[src/rtl/csr_pkg.sv]
// Shared definitions for the machine-mode CSR file: addresses, command encoding,
// cause codes and mstatus bit positions.
package csr_pkg;

    localparam logic [11:0] CSR_MSTATUS   = 12'h300;
    localparam logic [11:0] CSR_MISA      = 12'h301;
    localparam logic [11:0] CSR_MIE       = 12'h304;
    localparam logic [11:0] CSR_MTVEC     = 12'h305;
    localparam logic [11:0] CSR_MCOUNTINH = 12'h320;
    localparam logic [11:0] CSR_MSCRATCH  = 12'h340;
    localparam logic [11:0] CSR_MEPC      = 12'h341;
    localparam logic [11:0] CSR_MCAUSE    = 12'h342;
    localparam logic [11:0] CSR_MIP       = 12'h344;
    localparam logic [11:0] CSR_MCYCLE    = 12'hB00;
    localparam logic [11:0] CSR_MINSTRET  = 12'hB02;
    localparam logic [11:0] CSR_MCYCLEH   = 12'hB80;
    localparam logic [11:0] CSR_MINSTRETH = 12'hB82;
    localparam logic [11:0] CSR_MVENDORID = 12'hF11;
    localparam logic [11:0] CSR_MARCHID   = 12'hF12;
    localparam logic [11:0] CSR_MIMPID    = 12'hF13;
    localparam logic [11:0] CSR_MHARTID   = 12'hF14;

    typedef enum logic [1:0] {
        CSR_RO = 2'b00,
        CSR_W  = 2'b01,
        CSR_S  = 2'b10,
        CSR_C  = 2'b11
    } csr_cmd_e;

    localparam logic [4:0] CAUSE_MSI    = 5'd3;
    localparam logic [4:0] CAUSE_MTI    = 5'd7;
    localparam logic [4:0] CAUSE_MEI    = 5'd11;
    localparam int         LOCAL_BASE   = 16;

    localparam int MSTATUS_MIE  = 3;
    localparam int MSTATUS_MPIE = 7;

    localparam logic [31:0] MSTATUS_RST = 32'h0000_1800;
    localparam logic [31:0] MISA_VAL    = 32'h4000_0100;

    function automatic logic [31:0] csr_apply(input csr_cmd_e cmd, input logic [31:0] old_v,
                                              input logic [31:0] wd);
        case (cmd)
            CSR_W:   csr_apply = wd;
            CSR_S:   csr_apply = old_v | wd;
            CSR_C:   csr_apply = old_v & ~wd;
            default: csr_apply = old_v;
        endcase
    endfunction

endpackage

[src/rtl/csr_irq_arb.sv]
// Registers the interrupt sources into mip and picks the highest-priority
// enabled one; irq_req and its cause code are registered together.
module csr_irq_arb
    import csr_pkg::*;
#(
    parameter int NUM_LIRQ = 4
) (
    input  logic                                    clk,
    input  logic                                    reset,
    input  logic                                    irq_ext,
    input  logic                                    irq_timer,
    input  logic                                    irq_sw,
    input  logic [((NUM_LIRQ > 0) ? NUM_LIRQ : 1)-1:0] irq_local,
    input  logic [31:0]                             mie_i,
    input  logic                                    gie_i,
    input  logic                                    clr_i,
    output logic [31:0]                             mip_o,
    output logic                                    irq_req_o,
    output logic [4:0]                              irq_code_o
);

    logic [31:0] src, mip_q, pend;
    logic [4:0]  code_d, code_q;
    logic        req_d, req_q;

    always_comb begin
        src            = '0;
        src[CAUSE_MSI] = irq_sw;
        src[CAUSE_MTI] = irq_timer;
        src[CAUSE_MEI] = irq_ext;
        for (int i = 0; i < NUM_LIRQ; i++) src[LOCAL_BASE+i] = irq_local[i];
    end

    assign pend = mip_q & mie_i;

    // Downward scan so the lowest-numbered local line wins.
    always_comb begin
        code_d = CAUSE_MEI;
        if (pend[CAUSE_MEI])      code_d = CAUSE_MEI;
        else if (pend[CAUSE_MSI]) code_d = CAUSE_MSI;
        else if (pend[CAUSE_MTI]) code_d = CAUSE_MTI;
        else begin
            for (int i = NUM_LIRQ - 1; i >= 0; i--)
                if (pend[LOCAL_BASE+i]) code_d = 5'(LOCAL_BASE + i);
        end
    end

    // Dropping the request on trap entry stops a second acknowledge before MIE clears.
    assign req_d = (|pend) & gie_i & ~clr_i;

    always_ff @(posedge clk) begin
        if (reset) begin
            mip_q  <= '0;
            req_q  <= 1'b0;
            code_q <= '0;
        end else begin
            mip_q  <= src;
            req_q  <= req_d;
            code_q <= code_d;
        end
    end

    assign mip_o      = mip_q;
    assign irq_req_o  = req_q;
    assign irq_code_o = code_q;

endmodule

[src/rtl/csr_file_param.sv]
// Machine-mode CSR file: CSR read/modify/write, trap entry/exit, counters and
// the registered interrupt request toward the pipeline.
module csr_file_param
    import csr_pkg::*;
#(
    parameter int          NUM_LIRQ     = 4,
    parameter bit          HAS_COUNTERS = 1'b1,
    parameter logic [31:0] RESET_MTVEC  = 32'h0000_0000,
    parameter logic [31:0] HART_ID      = 32'd0
) (
    input  logic                                    clk,
    input  logic                                    reset,
    input  logic                                    csr_en,
    input  logic [1:0]                              csr_cmd,
    input  logic [11:0]                             csr_addr,
    input  logic [31:0]                             wdata,
    output logic [31:0]                             rdata,
    output logic                                    illegal,
    input  logic                                    exp_valid,
    input  logic [4:0]                              exp_code,
    input  logic                                    int_ack,
    input  logic                                    ret_valid,
    input  logic                                    instr_retire,
    input  logic [31:0]                             current_pc,
    input  logic                                    irq_ext,
    input  logic                                    irq_timer,
    input  logic                                    irq_sw,
    input  logic [((NUM_LIRQ > 0) ? NUM_LIRQ : 1)-1:0] irq_local,
    output logic                                    irq_req,
    output logic                                    trap_taken,
    output logic [31:0]                             trap_pc,
    output logic [31:0]                             mepc,
    output logic                                    mstatus_mie
);

    localparam logic [31:0] MIE_MASK = 32'h0000_0888 | (((32'h1 << NUM_LIRQ) - 32'h1) << 16);

    logic        gie_q, gie_d, mpie_q, mpie_d;
    logic [31:0] mie_q, mie_d, mtvec_q, mtvec_d, mepc_q, mepc_d, mcause_q, mcause_d;
    logic [31:0] mscratch_q, mscratch_d, minh_q, minh_d;
    logic [63:0] mcycle_q, mcycle_d, minstret_q, minstret_d;
    logic [31:0] mip, csr_rd, wres, mtvec_base;
    logic [4:0]  irq_code;
    logic        implemented, read_only, int_take, mret_en, wr_en;
    csr_cmd_e    cmd;

    assign cmd = csr_cmd_e'(csr_cmd);

    csr_irq_arb #(.NUM_LIRQ(NUM_LIRQ)) u_arb (
        .clk       (clk),
        .reset     (reset),
        .irq_ext   (irq_ext),
        .irq_timer (irq_timer),
        .irq_sw    (irq_sw),
        .irq_local (irq_local),
        .mie_i     (mie_q),
        .gie_i     (gie_q),
        .clr_i     (trap_taken),
        .mip_o     (mip),
        .irq_req_o (irq_req),
        .irq_code_o(irq_code)
    );

    always_comb begin
        csr_rd      = '0;
        implemented = 1'b1;
        read_only   = 1'b0;
        case (csr_addr)
            CSR_MSTATUS:   csr_rd = {19'b0, 2'b11, 3'b0, mpie_q, 3'b0, gie_q, 3'b0};
            CSR_MISA:      begin csr_rd = MISA_VAL; read_only = 1'b1; end
            CSR_MIE:       csr_rd = mie_q;
            CSR_MTVEC:     csr_rd = mtvec_q;
            CSR_MCOUNTINH: csr_rd = minh_q;
            CSR_MSCRATCH:  csr_rd = mscratch_q;
            CSR_MEPC:      csr_rd = mepc_q;
            CSR_MCAUSE:    csr_rd = mcause_q;
            CSR_MIP:       begin csr_rd = mip; read_only = 1'b1; end
            CSR_MCYCLE:    csr_rd = mcycle_q[31:0];
            CSR_MCYCLEH:   csr_rd = mcycle_q[63:32];
            CSR_MINSTRET:  csr_rd = minstret_q[31:0];
            CSR_MINSTRETH: csr_rd = minstret_q[63:32];
            CSR_MVENDORID, CSR_MARCHID, CSR_MIMPID: read_only = 1'b1;
            CSR_MHARTID:   begin csr_rd = HART_ID; read_only = 1'b1; end
            default:       implemented = 1'b0;
        endcase
    end

    assign rdata      = csr_rd;
    assign illegal    = csr_en & (~implemented | ((cmd != CSR_RO) & read_only));
    assign int_take   = int_ack & irq_req & ~exp_valid;
    assign trap_taken = exp_valid | (int_ack & irq_req);
    assign mret_en    = ret_valid & ~trap_taken;
    assign wr_en      = csr_en & (cmd != CSR_RO) & ~illegal & ~trap_taken & ~ret_valid;
    assign wres       = csr_apply(cmd, csr_rd, wdata);

    assign mtvec_base = {mtvec_q[31:2], 2'b00};
    assign trap_pc    = (!exp_valid && mtvec_q[1:0] == 2'b01)
                      ? mtvec_base + {25'b0, irq_code, 2'b00} : mtvec_base;

    always_comb begin
        gie_d      = gie_q;
        mpie_d     = mpie_q;
        mie_d      = mie_q;
        mtvec_d    = mtvec_q;
        mepc_d     = mepc_q;
        mcause_d   = mcause_q;
        mscratch_d = mscratch_q;
        minh_d     = minh_q;
        mcycle_d   = minh_q[0] ? mcycle_q : mcycle_q + 64'd1;
        minstret_d = (instr_retire && !minh_q[2]) ? minstret_q + 64'd1 : minstret_q;

        // A write to one counter half replaces the increment for the whole counter.
        if (wr_en) begin
            case (csr_addr)
                CSR_MSTATUS: begin
                    gie_d  = wres[MSTATUS_MIE];
                    mpie_d = wres[MSTATUS_MPIE];
                end
                CSR_MIE:       mie_d      = wres & MIE_MASK;
                CSR_MTVEC:     mtvec_d    = wres & ~32'h2;
                CSR_MCOUNTINH: minh_d     = wres & 32'h5;
                CSR_MSCRATCH:  mscratch_d = wres;
                CSR_MEPC:      mepc_d     = wres & ~32'h3;
                CSR_MCAUSE:    mcause_d   = wres;
                CSR_MCYCLE:    mcycle_d   = {mcycle_q[63:32], wres};
                CSR_MCYCLEH:   mcycle_d   = {wres, mcycle_q[31:0]};
                CSR_MINSTRET:  minstret_d = {minstret_q[63:32], wres};
                CSR_MINSTRETH: minstret_d = {wres, minstret_q[31:0]};
                default: ;
            endcase
        end

        if (exp_valid) begin
            mepc_d   = current_pc;
            mcause_d = {27'b0, exp_code};
            mpie_d   = gie_q;
            gie_d    = 1'b0;
        end else if (int_take) begin
            mepc_d   = current_pc;
            mcause_d = {1'b1, 26'b0, irq_code};
            mpie_d   = gie_q;
            gie_d    = 1'b0;
        end else if (mret_en) begin
            gie_d    = mpie_q;
            mpie_d   = 1'b1;
        end

        if (!HAS_COUNTERS) begin
            minh_d     = '0;
            mcycle_d   = '0;
            minstret_d = '0;
        end
    end

    always_ff @(posedge clk) begin
        if (reset) begin
            gie_q      <= 1'b0;
            mpie_q     <= 1'b0;
            mie_q      <= '0;
            mtvec_q    <= RESET_MTVEC;
            mepc_q     <= '0;
            mcause_q   <= '0;
            mscratch_q <= '0;
            minh_q     <= '0;
            mcycle_q   <= '0;
            minstret_q <= '0;
        end else begin
            gie_q      <= gie_d;
            mpie_q     <= mpie_d;
            mie_q      <= mie_d;
            mtvec_q    <= mtvec_d;
            mepc_q     <= mepc_d;
            mcause_q   <= mcause_d;
            mscratch_q <= mscratch_d;
            minh_q     <= minh_d;
            mcycle_q   <= mcycle_d;
            minstret_q <= minstret_d;
        end
    end

    assign mepc        = mepc_q;
    assign mstatus_mie = gie_q;

endmodule

[config.mk]
export PLATFORM = sky130hd
export DESIGN_NAME = csr_file_param
export DESIGN_NICKNAME = d
export VERILOG_FILES = /design/src/rtl/csr_pkg.sv /design/src/rtl/csr_irq_arb.sv /design/src/rtl/csr_file_param.sv
export SDC_FILE = /design/constraint.sdc
export NUM_CORES = 1
export LEC_CHECK = 0
export BUFFER_PORTS_ARGS = -buffer_cell sky130_fd_sc_hd__buf_4
export CELL_PAD_IN_SITES_DETAIL_PLACEMENT = 2
export CELL_PAD_IN_SITES_GLOBAL_PLACEMENT = 2
export CORE_MARGIN = 4
export CORE_UTILIZATION = 35
export DETAILED_ROUTE_END_ITERATION = 6
export PLACE_DENSITY_LB_ADDON = 0.1
export SKIP_CTS_REPAIR_TIMING = 1
export SLEW_MARGIN = 20
export SYNTH_ARGS = -nofsm -noshare
export SYNTH_HDL_FRONTEND = slang
export SYNTH_HIERARCHICAL = 1
export SYNTH_SLANG_ARGS = --single-unit
[constraint.sdc]
create_clock -name clk -period 3 [get_ports clk]
set_input_delay 0.45 -clock clk [delete_from_list [all_inputs] [get_ports clk]]
set_output_delay 0.45 -clock clk [all_outputs]
set_load 0.02 [all_outputs]
==> results.cfg <==
[status]
status = finished with violations
violations = negative setup slack

[synth]
synth.area.top_cells = dfxtp_1 (29%), nand2_1 (5.7%), a21oi_1 (5.3%), o21ai_0 (3.9%), mux2i_1 (3.9%)
yosys-top-cells-count = nand2_1 (287), dfxtp_1 (279), a21oi_1 (199), nor2_1 (188), o21ai_0 (147)
synth_edf_count = 0
synth_ff_type = dfxtp_1
synthDominantCellAreaShare_pct = 29.5
syn_inst = 2450
ys_warn_count = 6
synthArstFlopShare_pct = 0
synth.most_common_cell = nand2_1
synth-seq-area-share_pct = 29.5
synth_area_sq_um = 18900
synth.ff_latch_count = 279
ys_types = 109
yosys.area.top_type = dfxtp_1
syn_area_per_cell_sq_um = 7.73

[place]
dp_hpwl_um = 100000
routabilityCongestion = 1.05
dp_cells = 3591
post-place-ws_ns = -0.439
port_buffers = 194

[setup_path]
critical_path.max_stage_delay_ns = 0.38
path_buf_inv = 4
reg2reg_slack_ns = 0.20
cp_slowest_cell = fa_2
cpMostUsedCell = buf_4
r2r_start = minstret_q[0]
path_class = reg -> out
r2r_end = minstret_q[34]
path_delay_family = buffers and inverters
cp.required_ns = 2.55
crit_path_end_kind = output pin
cp_max_fo = 3
setup.worst_path.start = u_arb/irq_code_o[0]
reg2reg_depth = 9
crit_chain = ha_4 -> inv_2 -> fa_2 -> nor2b_1 -> o21a_1 -> o21ai_2 -> a211oi_2 -> buf_4 -> buf_4 -> nand3_1 -> xnor2_1 -> buf_4
arrival_ns = 3.06
start_kind = register

[floorplan]
dieArea_sq_um = 57900
die_y_um = 241
die_w_um = 241
core_sq_um = 53100
start_util_pct = 35.7
ioPinCount = 197
rows = 84

[detailed_routing]
drc = 0
wl_per_cell_um = 37.1
drtAntennaViolNets = 0
num_vias = 25200
drtIter0Drc = 3359
routed_wl_um = 136000
drtPass1Iterations = 6
viasPerCell = 6.85

[power]
power_density_nw_per_um2 = 396
total_power_mw = 10.3
ir_drop_mv = 0.387
power.leakage_nw = 9.91

[final_layout]
syn_to_final_growth_pct = 36.9
final_cell_count_no_fill = 3674
drive_gt1_share_pct = 28.7
fillerInstances = 5836
num-nets-final = 3055

[timing]
hold_violations = 0
rsz0062_at_grt = true
finalSetupViolations = 31
hold_slack_ns = 0.101
min_period_ns = 3.51
clock_skew_ns = 0.0314
tightestPinTransition_ns = 1.08
fin_crit_sh_pct = 117
report.final.slew_viol_count = 0
max_freq_mhz = 285
timing.final.ws_setup_ns = -0.510
relSlewSlack_pct = 28.2

[clock_network]
cts_max_level = 2
clk-insertion-delay-late_ns = 0.58
cts_tree = done
cts-root-buf = clkbuf_16
tritoncts.num_buffers = 37
clkTransAtPathRegs_ns = 0.06
cts_sinks = 279
clock_path_buffers = 3

[worst_hold_path]
hold_start = irq_local[2]
min_to = u_arb/mip_o[18]
hold_path.class = in -> reg
holdPathStages = 2

[global_route]
grtUsageTotal_pct = 44.3
grt_pass1_wl_um = 188000
grt_start_max_net_pins = 91
antenna_found_initial = 12
first_global_vias = 25700
grt.overflow.total = 0

[job]
maxCapViolCount = 0
==> cells in the final DEF (no fill, tap or decap), types with 57 or more instances in the layout <==
cell type / netlist / final
a21oi_1: 199 / 197
nor3_1: 62 / 57
a211oi_1: 70 / 68
nor2_1: 188 / 184
nand2_1: 287 / 285
xnor2_1: 65 / 63
dfxtp_1: 279 / 276
buf_4: 41 / 595
nand3_1: 83 / 82
mux2i_1: 73 / 72
o21ai_0: 147 / 145
==> where the power goes <==
group | switching (mW) | internal, mW
clock | 2.02 | 2.94
sequential | 0.0708 | 3.75
combinational | 0.952 | 0.541
==> registers in the layout, summed over array words and instances, names as in the netlist <==
name              cells
u_arb/irq_code_o      5
mtvec_q              31
minh_q                2
mcause_q             32
mepc                 32
minstret_q           64
u_arb/mip_o           7
mcycle_q             64
u_arb/irq_req_o       1
mie_q                 7
mpie_q                1
mscratch_q           32
mstatus_mie           1
==> final cells by class <==
| class | instances | area, sq um | area share [%] |
|---|---|---|---|
| diodes | 8 | 20.0 | 0.0772 |
| clock buffers | 48 | 1030 | 3.96 |
| clock inverters | 19 | 259 | 0.999 |
| inverters | 36 | 135 | 0.521 |
| multi-input cells | 1945 | 12500 | 48.2 |
| flip-flops and latches | 279 | 5590 | 21.6 |
| well taps | 688 | 861 | 3.32 |
| repair buffers | 651 | 5530 | 21.3 |
==> cells by family (layout without fill, tap and decap cells) <==
kind of cell    after synthesis  after routing  share of synthesized area [%]
simple gates                945            945                           26.7
compound gates              782            782                           27.6
flops                       279            279                           29.5
buf+inv                     251            754                           6.37
mux                          94             94                           5.11
xor+xnor                     89             89                           4.12
fa+ha+maj                     8              8                          0.568
other cells                   2             35                         0.0396
==> worst register-to-register path: stages, from the launching register on <==
cell	delay (ns)
dfxtp_1	0.49
ha_1	0.26
nand3_1	0.21
nor4_2	0.40
nand3_1	0.12
buf_4	0.24
a311oi_1	0.48
xor2_1	0.22
nor2_1	0.06
a211oi_1	0.22
==> through the flow <==
stage | util (%) | TNS [ns] | cell area, sq um
final | 48.9 | -10.22 | 25900
after floorplan | - | 0 | 19000
after detailed placement | 45.8 | -8.56 | 24300
after global routing | 48.8 | -12.03 | 25900
after global placement | 45.8 | -6.49 | 24300
after CTS | 48.3 | -10.54 | 25600
==> how the worst max path moves through the flow <==
stage,end,cells past startpoint
after detailed placement,mie_q[16],11
after global placement,mtvec_q[12],10
final,trap_pc[18],12
after global routing,trap_pc[29],10
after floorplan,trap_pc[28],10
after CTS,trap_pc[30],12
==> per-layer routing <==
layer	GRT usage (%)	up-vias	share of wire [%]
met5	0	-	0.075
met4	25.3	14	6.5
met3	11.7	453	11
met2	66.2	1699	43
met1	58.0	12900	40
li1	-	10100	-
No activity file was read; power rests on OpenSTA's default activity.
